File: config.mk
export PLATFORM = sky130hd
export DESIGN_NAME = blink_meter_flat
export DESIGN_NICKNAME = d
export VERILOG_FILES = /design/src/rtl/blink_meter_if.sv /design/src/rtl/blink_meter.sv /design/src/flat_wrapper.sv
export SDC_FILE = /design/constraint.sdc
export NUM_CORES = 1
export LEC_CHECK = 0
export CAP_MARGIN = 30
export CORE_ASPECT_RATIO = 1.75
export CORE_MARGIN = 8
export CORE_UTILIZATION = 50
export CTS_BUF_LIST = sky130_fd_sc_hd__clkbuf_4 sky130_fd_sc_hd__clkbuf_8
export CTS_CLUSTER_DIAMETER = 50
export DETAILED_ROUTE_END_ITERATION = 10
export PLACE_DENSITY = 0.73
export SLEW_MARGIN = 20
export SYNTH_ARGS = -nofsm -noshare
export SYNTH_HDL_FRONTEND = slang
export SYNTH_SLANG_ARGS = --single-unit
File: constraint.sdc
create_clock -name clk -period 3.2 [get_ports clk]
set_input_delay 0.64 -clock clk [delete_from_list [all_inputs] [get_ports clk]]
set_output_delay 0.64 -clock clk [all_outputs]
set_load 0.02 [all_outputs]
File: src/rtl/blink_meter_if.sv
// Measurement bus for blink_meter: the sampled input and everything the meter reports.
// The master side drives sig_in; the slave side (the meter) drives all results.
interface blink_meter_if;
  logic        sig_in;
  logic        level;
  logic [31:0] half_period;
  logic        valid;
  logic        in_range;
  logic        stalled;
  logic [15:0] edge_count;

  modport master (
    output sig_in,
    input  level, half_period, valid, in_range, stalled, edge_count
  );

  modport slave (
    input  sig_in,
    output level, half_period, valid, in_range, stalled, edge_count
  );
endinterface

File: src/rtl/blink_meter.sv
// Half-period meter for an asynchronous square wave with range check and stall detection.
// Optional glitch filter: define BLINK_METER_GLITCH_FILTER_EN to ignore edges closer than MIN_CYCLES.
module blink_meter #(
  parameter int unsigned TIMEOUT_CYCLES  = 50000000,
  parameter int unsigned EXPECTED_CYCLES = 25000001,
  parameter int unsigned TOL_CYCLES      = 1000,
  parameter int unsigned MIN_CYCLES      = 16
) (
  input  logic          clk,
  input  logic          rst,
  blink_meter_if.slave  io_mtr
);

`ifdef BLINK_METER_GLITCH_FILTER_EN
  localparam bit LP_FILTER_EN = 1'b1;
`else
  localparam bit LP_FILTER_EN = 1'b0;
`endif

  // Lower window bound clamps at zero instead of wrapping when TOL exceeds EXPECTED.
  localparam logic [32:0] LP_LO = (EXPECTED_CYCLES >= TOL_CYCLES) ?
                                  33'(EXPECTED_CYCLES - TOL_CYCLES) : 33'd0;
  localparam logic [32:0] LP_HI = 33'(EXPECTED_CYCLES) + 33'(TOL_CYCLES);

  typedef enum logic [1:0] {
    ST_IDLE,
    ST_MEASURE,
    ST_STALLED
  } state_t;

  state_t      r_state;
  logic        r_sync1;
  logic        r_sync2;
  logic        r_prev;
  logic [31:0] r_counter;
  logic [31:0] r_half_period;
  logic        r_valid;
  logic        r_in_range;
  logic        r_stalled;
  logic [15:0] r_edge_count;

  logic        w_edge;
  logic        w_min_ok;
  logic        w_accept;
  logic        w_in_window;
  logic        w_timeout;
  logic [31:0] w_counter_inc;

  always_ff @(posedge clk or posedge rst) begin
    if (rst) begin
      r_sync1 <= 1'b0;
      r_sync2 <= 1'b0;
      r_prev  <= 1'b0;
    end else begin
      r_sync1 <= io_mtr.sig_in;
      r_sync2 <= r_sync1;
      r_prev  <= r_sync2;
    end
  end

  assign w_edge        = r_sync2 ^ r_prev;
  assign w_min_ok      = !LP_FILTER_EN || (r_counter >= 32'(MIN_CYCLES));
  assign w_accept      = w_edge && w_min_ok;
  assign w_in_window   = ({1'b0, r_counter} >= LP_LO) && ({1'b0, r_counter} <= LP_HI);
  assign w_timeout     = (r_counter == 32'(TIMEOUT_CYCLES));
  assign w_counter_inc = (r_counter == 32'hFFFF_FFFF) ? r_counter : r_counter + 32'd1;

  always_ff @(posedge clk or posedge rst) begin
    if (rst) begin
      r_state       <= ST_IDLE;
      r_counter     <= 32'd0;
      r_half_period <= 32'd0;
      r_valid       <= 1'b0;
      r_in_range    <= 1'b0;
      r_stalled     <= 1'b0;
      r_edge_count  <= 16'd0;
    end else begin
      r_valid <= 1'b0;
      case (r_state)
        // No interval is known yet, so the first edge only starts timing.
        ST_IDLE, ST_STALLED: begin
          if (w_edge) begin
            r_state      <= ST_MEASURE;
            r_counter    <= 32'd1;
            r_edge_count <= r_edge_count + 16'd1;
            r_stalled    <= 1'b0;
          end
        end
        ST_MEASURE: begin
          if (w_accept) begin
            r_half_period <= r_counter;
            r_valid       <= 1'b1;
            r_in_range    <= w_in_window;
            r_counter     <= 32'd1;
            r_edge_count  <= r_edge_count + 16'd1;
          end else if (w_timeout) begin
            r_state    <= ST_STALLED;
            r_stalled  <= 1'b1;
            r_in_range <= 1'b0;
          end else begin
            r_counter <= w_counter_inc;
          end
        end
        default: r_state <= ST_IDLE;
      endcase
    end
  end

  assign io_mtr.level       = r_sync2;
  assign io_mtr.half_period = r_half_period;
  assign io_mtr.valid       = r_valid;
  assign io_mtr.in_range    = r_in_range;
  assign io_mtr.stalled     = r_stalled;
  assign io_mtr.edge_count  = r_edge_count;

endmodule

File: src/flat_wrapper.sv
// flat-port wrapper written by rule: the top's interface ports become plain ports
module blink_meter_flat 
#(
  parameter int unsigned TIMEOUT_CYCLES  = 50000000,
  parameter int unsigned EXPECTED_CYCLES = 25000001,
  parameter int unsigned TOL_CYCLES      = 1000,
  parameter int unsigned MIN_CYCLES      = 16
)
  (clk, rst, io_mtr_sig_in, io_mtr_level, io_mtr_half_period, io_mtr_valid, io_mtr_in_range, io_mtr_stalled, io_mtr_edge_count);
  blink_meter_if io_mtr_i ();
  input  logic clk;
  input  logic rst;
  input wire logic [$bits(io_mtr_i.sig_in)-1:0] io_mtr_sig_in;
  output wire logic [$bits(io_mtr_i.level)-1:0] io_mtr_level;
  output wire logic [$bits(io_mtr_i.half_period)-1:0] io_mtr_half_period;
  output wire logic [$bits(io_mtr_i.valid)-1:0] io_mtr_valid;
  output wire logic [$bits(io_mtr_i.in_range)-1:0] io_mtr_in_range;
  output wire logic [$bits(io_mtr_i.stalled)-1:0] io_mtr_stalled;
  output wire logic [$bits(io_mtr_i.edge_count)-1:0] io_mtr_edge_count;
  assign io_mtr_i.sig_in = io_mtr_sig_in;
  assign io_mtr_level = io_mtr_i.level;
  assign io_mtr_half_period = io_mtr_i.half_period;
  assign io_mtr_valid = io_mtr_i.valid;
  assign io_mtr_in_range = io_mtr_i.in_range;
  assign io_mtr_stalled = io_mtr_i.stalled;
  assign io_mtr_edge_count = io_mtr_i.edge_count;
  blink_meter #(.TIMEOUT_CYCLES(TIMEOUT_CYCLES), .EXPECTED_CYCLES(EXPECTED_CYCLES), .TOL_CYCLES(TOL_CYCLES), .MIN_CYCLES(MIN_CYCLES)) u_core (.clk(clk), .rst(rst), .io_mtr(io_mtr_i));
endmodule
==> impl_metrics.csv <==
group,metric,value,unit
layout,layout_commonest_cell,"dfrtp_1",
die,dieHeight,138,um
clocking,cts_buffers,9,
logic_synthesis,syn-num-nets,405,
placement,dp_cells,528,
layout,antenna_cells,0,
sta,grt_setup_unrepaired,"false",
layout,final_nets,454,
worst_setup_path,critPathMaxFanout,10,
worst_setup_path,cp_cell_sequence,"or4_1 -> or4_4 -> nor4_4 -> or4_1 -> or3_1 -> mux2i_1",
global_routing,grt_pass1_wl,16600,um
sta,fin_crit,2.65,ns
clocking,cts_setup_buffers,0,
logic_synthesis,yosys_warnings,0,
placement,port_buffers,54,
global_routing,grt_start_max_net_pins,54,
global_routing,antenna_found_initial,0,
worst_setup_path,cpLargestDelayFamily,"simple AND/OR/NAND/NOR gates",
status,status,"completed",
route,drc,0,
die,fp.dieW,85.4,um
layout,design_area,5060,um^2
logic_synthesis,syn_avg_cell_area,10.6,um^2
layout,area_growth_syn_to_layout,19.8,%
layout,most-common-layout-cells,"88 x dfrtp_1, 54 x clkdlybuf4s50_1, 35 x nor2_1, 35 x nand2_1, 31 x xnor2_1",
layout,drive_above_1_share,14.2,%
worst_setup_path,slowest_delay,0.53,ns
clocking,clk_pin_slew,0.08,ns
clocking,clock_sinks,88,
job,drv_cap,0,
power_and_ir_drop,p_leak,2.20,nW
clocking,post_cts_resized,0,
route,wl_per_cell,18.2,um
sta,final.period_utilization,82.8,%
placement,gp_congestion,0.912,
die,core,8260,um^2
clocking,cts_tree,"built",
route,drtIter0Drc,188,
worst_hold_path,min_from,"u_core.r_sync1",
die,fp-row-count,44,
global_routing,grt_overflow_total,0,
sta,maxSlewHeadroom,49.3,%
logic_synthesis,seq_area_frac_synth,52.2,%
worst_hold_path,whs_path_depth,0,
die,die-area,11700,um^2
logic_synthesis,syn_area,4220,um^2
sta,fin_tns_setup,0,ns
clocking,cts_hold_buf,0,
route,vias,3228,
clocking,clock_latency,0.37,ns
sta,tightest_slew,0.754,ns
power_and_ir_drop,ir_worst_vdd,0.297,mV
worst_hold_path,holdPathEnd,"u_core.io_mtr.level",
sta,hold_violations,0,
die,initial_core_util,51.1,%
sta,final-max-slew-violation-count,0,
worst_setup_path,crit_arrival,2.94,ns
logic_synthesis,ys_seq_elements,88,
layout,final_util,61.2,%
power_and_ir_drop,p_switching,0.671,mW
worst_setup_path,reg2reg_depth,6,
logic_synthesis,yosysUniqueCellTypes,45,
logic_synthesis,synthCells,398,
worst_setup_path,regToRegSetupSlack,0.55,ns
worst_setup_path,cp_num_cells,6,
power_and_ir_drop,powerDensity,486,nW/um^2
global_routing,grt_pass1_vias,3258,
sta,setup_violations,0,
route,dr.pass1.iters,4,
worst_setup_path,path_class,"reg2reg",
power_and_ir_drop,power.internal,1.79,mW
clocking,clockBufferDepth,2,
route,ant_nets,0,
worst_setup_path,crit_path_start_kind,"flop",
sta,fin_skew,0.0126,ns
global_routing,grt.total_usage,18.1,%
worst_hold_path,min_path_type,"reg2reg",
sta,setup_slack,0.550,ns
power_and_ir_drop,swShare,27.3,%
worst_setup_path,r2r_start,"u_core.r_counter[27]",
die,pin_count,55,
worst_setup_path,crit_slowest_cell,"or4_1",
power_and_ir_drop,clockPowerShare,33.9,%
worst_setup_path,worstPathRequired,3.50,ns
worst_setup_path,critPathCaptureType,"flop",
worst_setup_path,rr_endpoint,"u_core.r_counter[31]",
route,drt-total-wl,9900,um
worst_setup_path,crit_top_cell,"or4_1",
placement,hpwl,7170,um
route,vias_per_cell,5.93,
layout,finalNonFillerCells,544,
power_and_ir_drop,share_comb_of_total_power,15.3,%
clocking,root_buffer,"clkbuf_8",
clocking,htree_levels,3,
worst_setup_path,crit_buf_inv,0,
sta,fmax,377,MHz
placement,placed_cell_area,4840,um^2
power_and_ir_drop,total_power,2.46,mW
placement,dpl_worst_slack,0.549,ns
power_and_ir_drop,seq_power_share,50.8,%
sta,whs,0.352,ns
kinds of logic (layout without fill, tap and decap cells):
kind of cell	count (synthesis)	count (layout)	synth area share, %
multiplexers	29	29	7.71
XOR/XNOR	37	37	7.86
AND/OR/NAND/NOR	167	167	21.6
flip-flops	88	88	52.2
buffers and inverters	34	88	3.62
AO/OA/AOI/OAI	39	39	5.81
adder cells (fa/ha/maj)	4	4	1.19
cell usage after synthesis, drive strengths merged:
| cell | instances | area [um^2] |
|---|---|---|
| and4 | 7 | 61.3 |
| dfrtp | 88 | 2200 |
| a21oi | 10 | 50.1 |
| nor4b | 3 | 32.5 |
| nor2b | 2 | 12.5 |
| clkbuf | 13 | 48.8 |
| and2 | 2 | 12.5 |
| nor2 | 35 | 131 |
| nand3 | 17 | 85.1 |
| nand2 | 35 | 131 |
| a2111oi | 1 | 8.76 |
| nand4 | 16 | 100 |
| buf | 12 | 70.1 |
| o21ai | 16 | 80.1 |
| mux2i | 1 | 10.0 |
| or4 | 5 | 41.3 |
| a22o | 1 | 8.76 |
| nand3b | 1 | 7.51 |
| nor3 | 6 | 30.0 |
| or2 | 1 | 6.26 |
| nor4 | 18 | 134 |
| xnor2 | 31 | 272 |
| o311a | 1 | 10.0 |
| o2111ai | 1 | 8.76 |
| o21a | 2 | 15.0 |
| mux2 | 28 | 315 |
| a31oi | 1 | 6.26 |
| a2111o | 2 | 22.5 |
| nand2b | 2 | 12.5 |
| inv | 9 | 33.8 |
| ha | 4 | 50.1 |
| xor2 | 6 | 60.1 |
| and3 | 7 | 43.8 |
| or3 | 8 | 50.1 |
| and4b | 2 | 20.0 |
| a31o | 4 | 35.0 |
per-layer routing:
layer	track usage (%)	vias up	part of all wire, %
met5	0	-	0
met1	18.6	1617	38
met4	11.3	0	4.0
met3	2.81	23	3.3
met2	33.5	85	55
li1	-	1503	-
how the worst max path moves through the flow:
| stage | start | end | slack (ns) |
|---|---|---|---|
| finish | u_core.r_counter[27] | u_core.r_counter[31] | 0.55 |
| global route | u_core.r_counter[31] | u_core.r_counter[7] | 0.39 |
| CTS | u_core.r_counter[31] | u_core.r_counter[31] | 0.53 |
| detailed placement | u_core.r_counter[31] | u_core.r_counter[31] | 0.55 |
| global placement | u_core.r_counter[31] | u_core.r_counter[31] | 0.64 |
| floorplan | rst | u_core.io_mtr.edge_count[0] | 0.28 |
power groups by stage:
stage	registers, mW	logic [mW]	clock network, mW
finish	1.25	0.377	0.833
global route	1.26	0.412	0.888
CTS	1.25	0.386	0.851
detailed placement	1.27	0.386	0
global placement	1.27	0.378	0
floorplan	1.31	0.168	0
layout make-up:
| cell class | instances | area, um^2 |
|---|---|---|
| clock buffer | 10 | 131 |
| timing repair buffer | 63 | 621 |
| tap | 92 | 115 |
| multi-input combinational | 276 | 1870 |
| fill | 723 | 3200 |
| inverter | 9 | 35.0 |
| sequential | 88 | 2200 |
| clock inverter | 6 | 83.8 |
state kept, by name, summed over array words and instances, names as in the netlist, 2 cells and up:
register,count
u_core.io_mtr.edge_count,16
u_core.io_mtr.half_period,32
u_core.r_counter,32
u_core.r_state,2
Note: power is estimated with default switching activity, not from simulation.
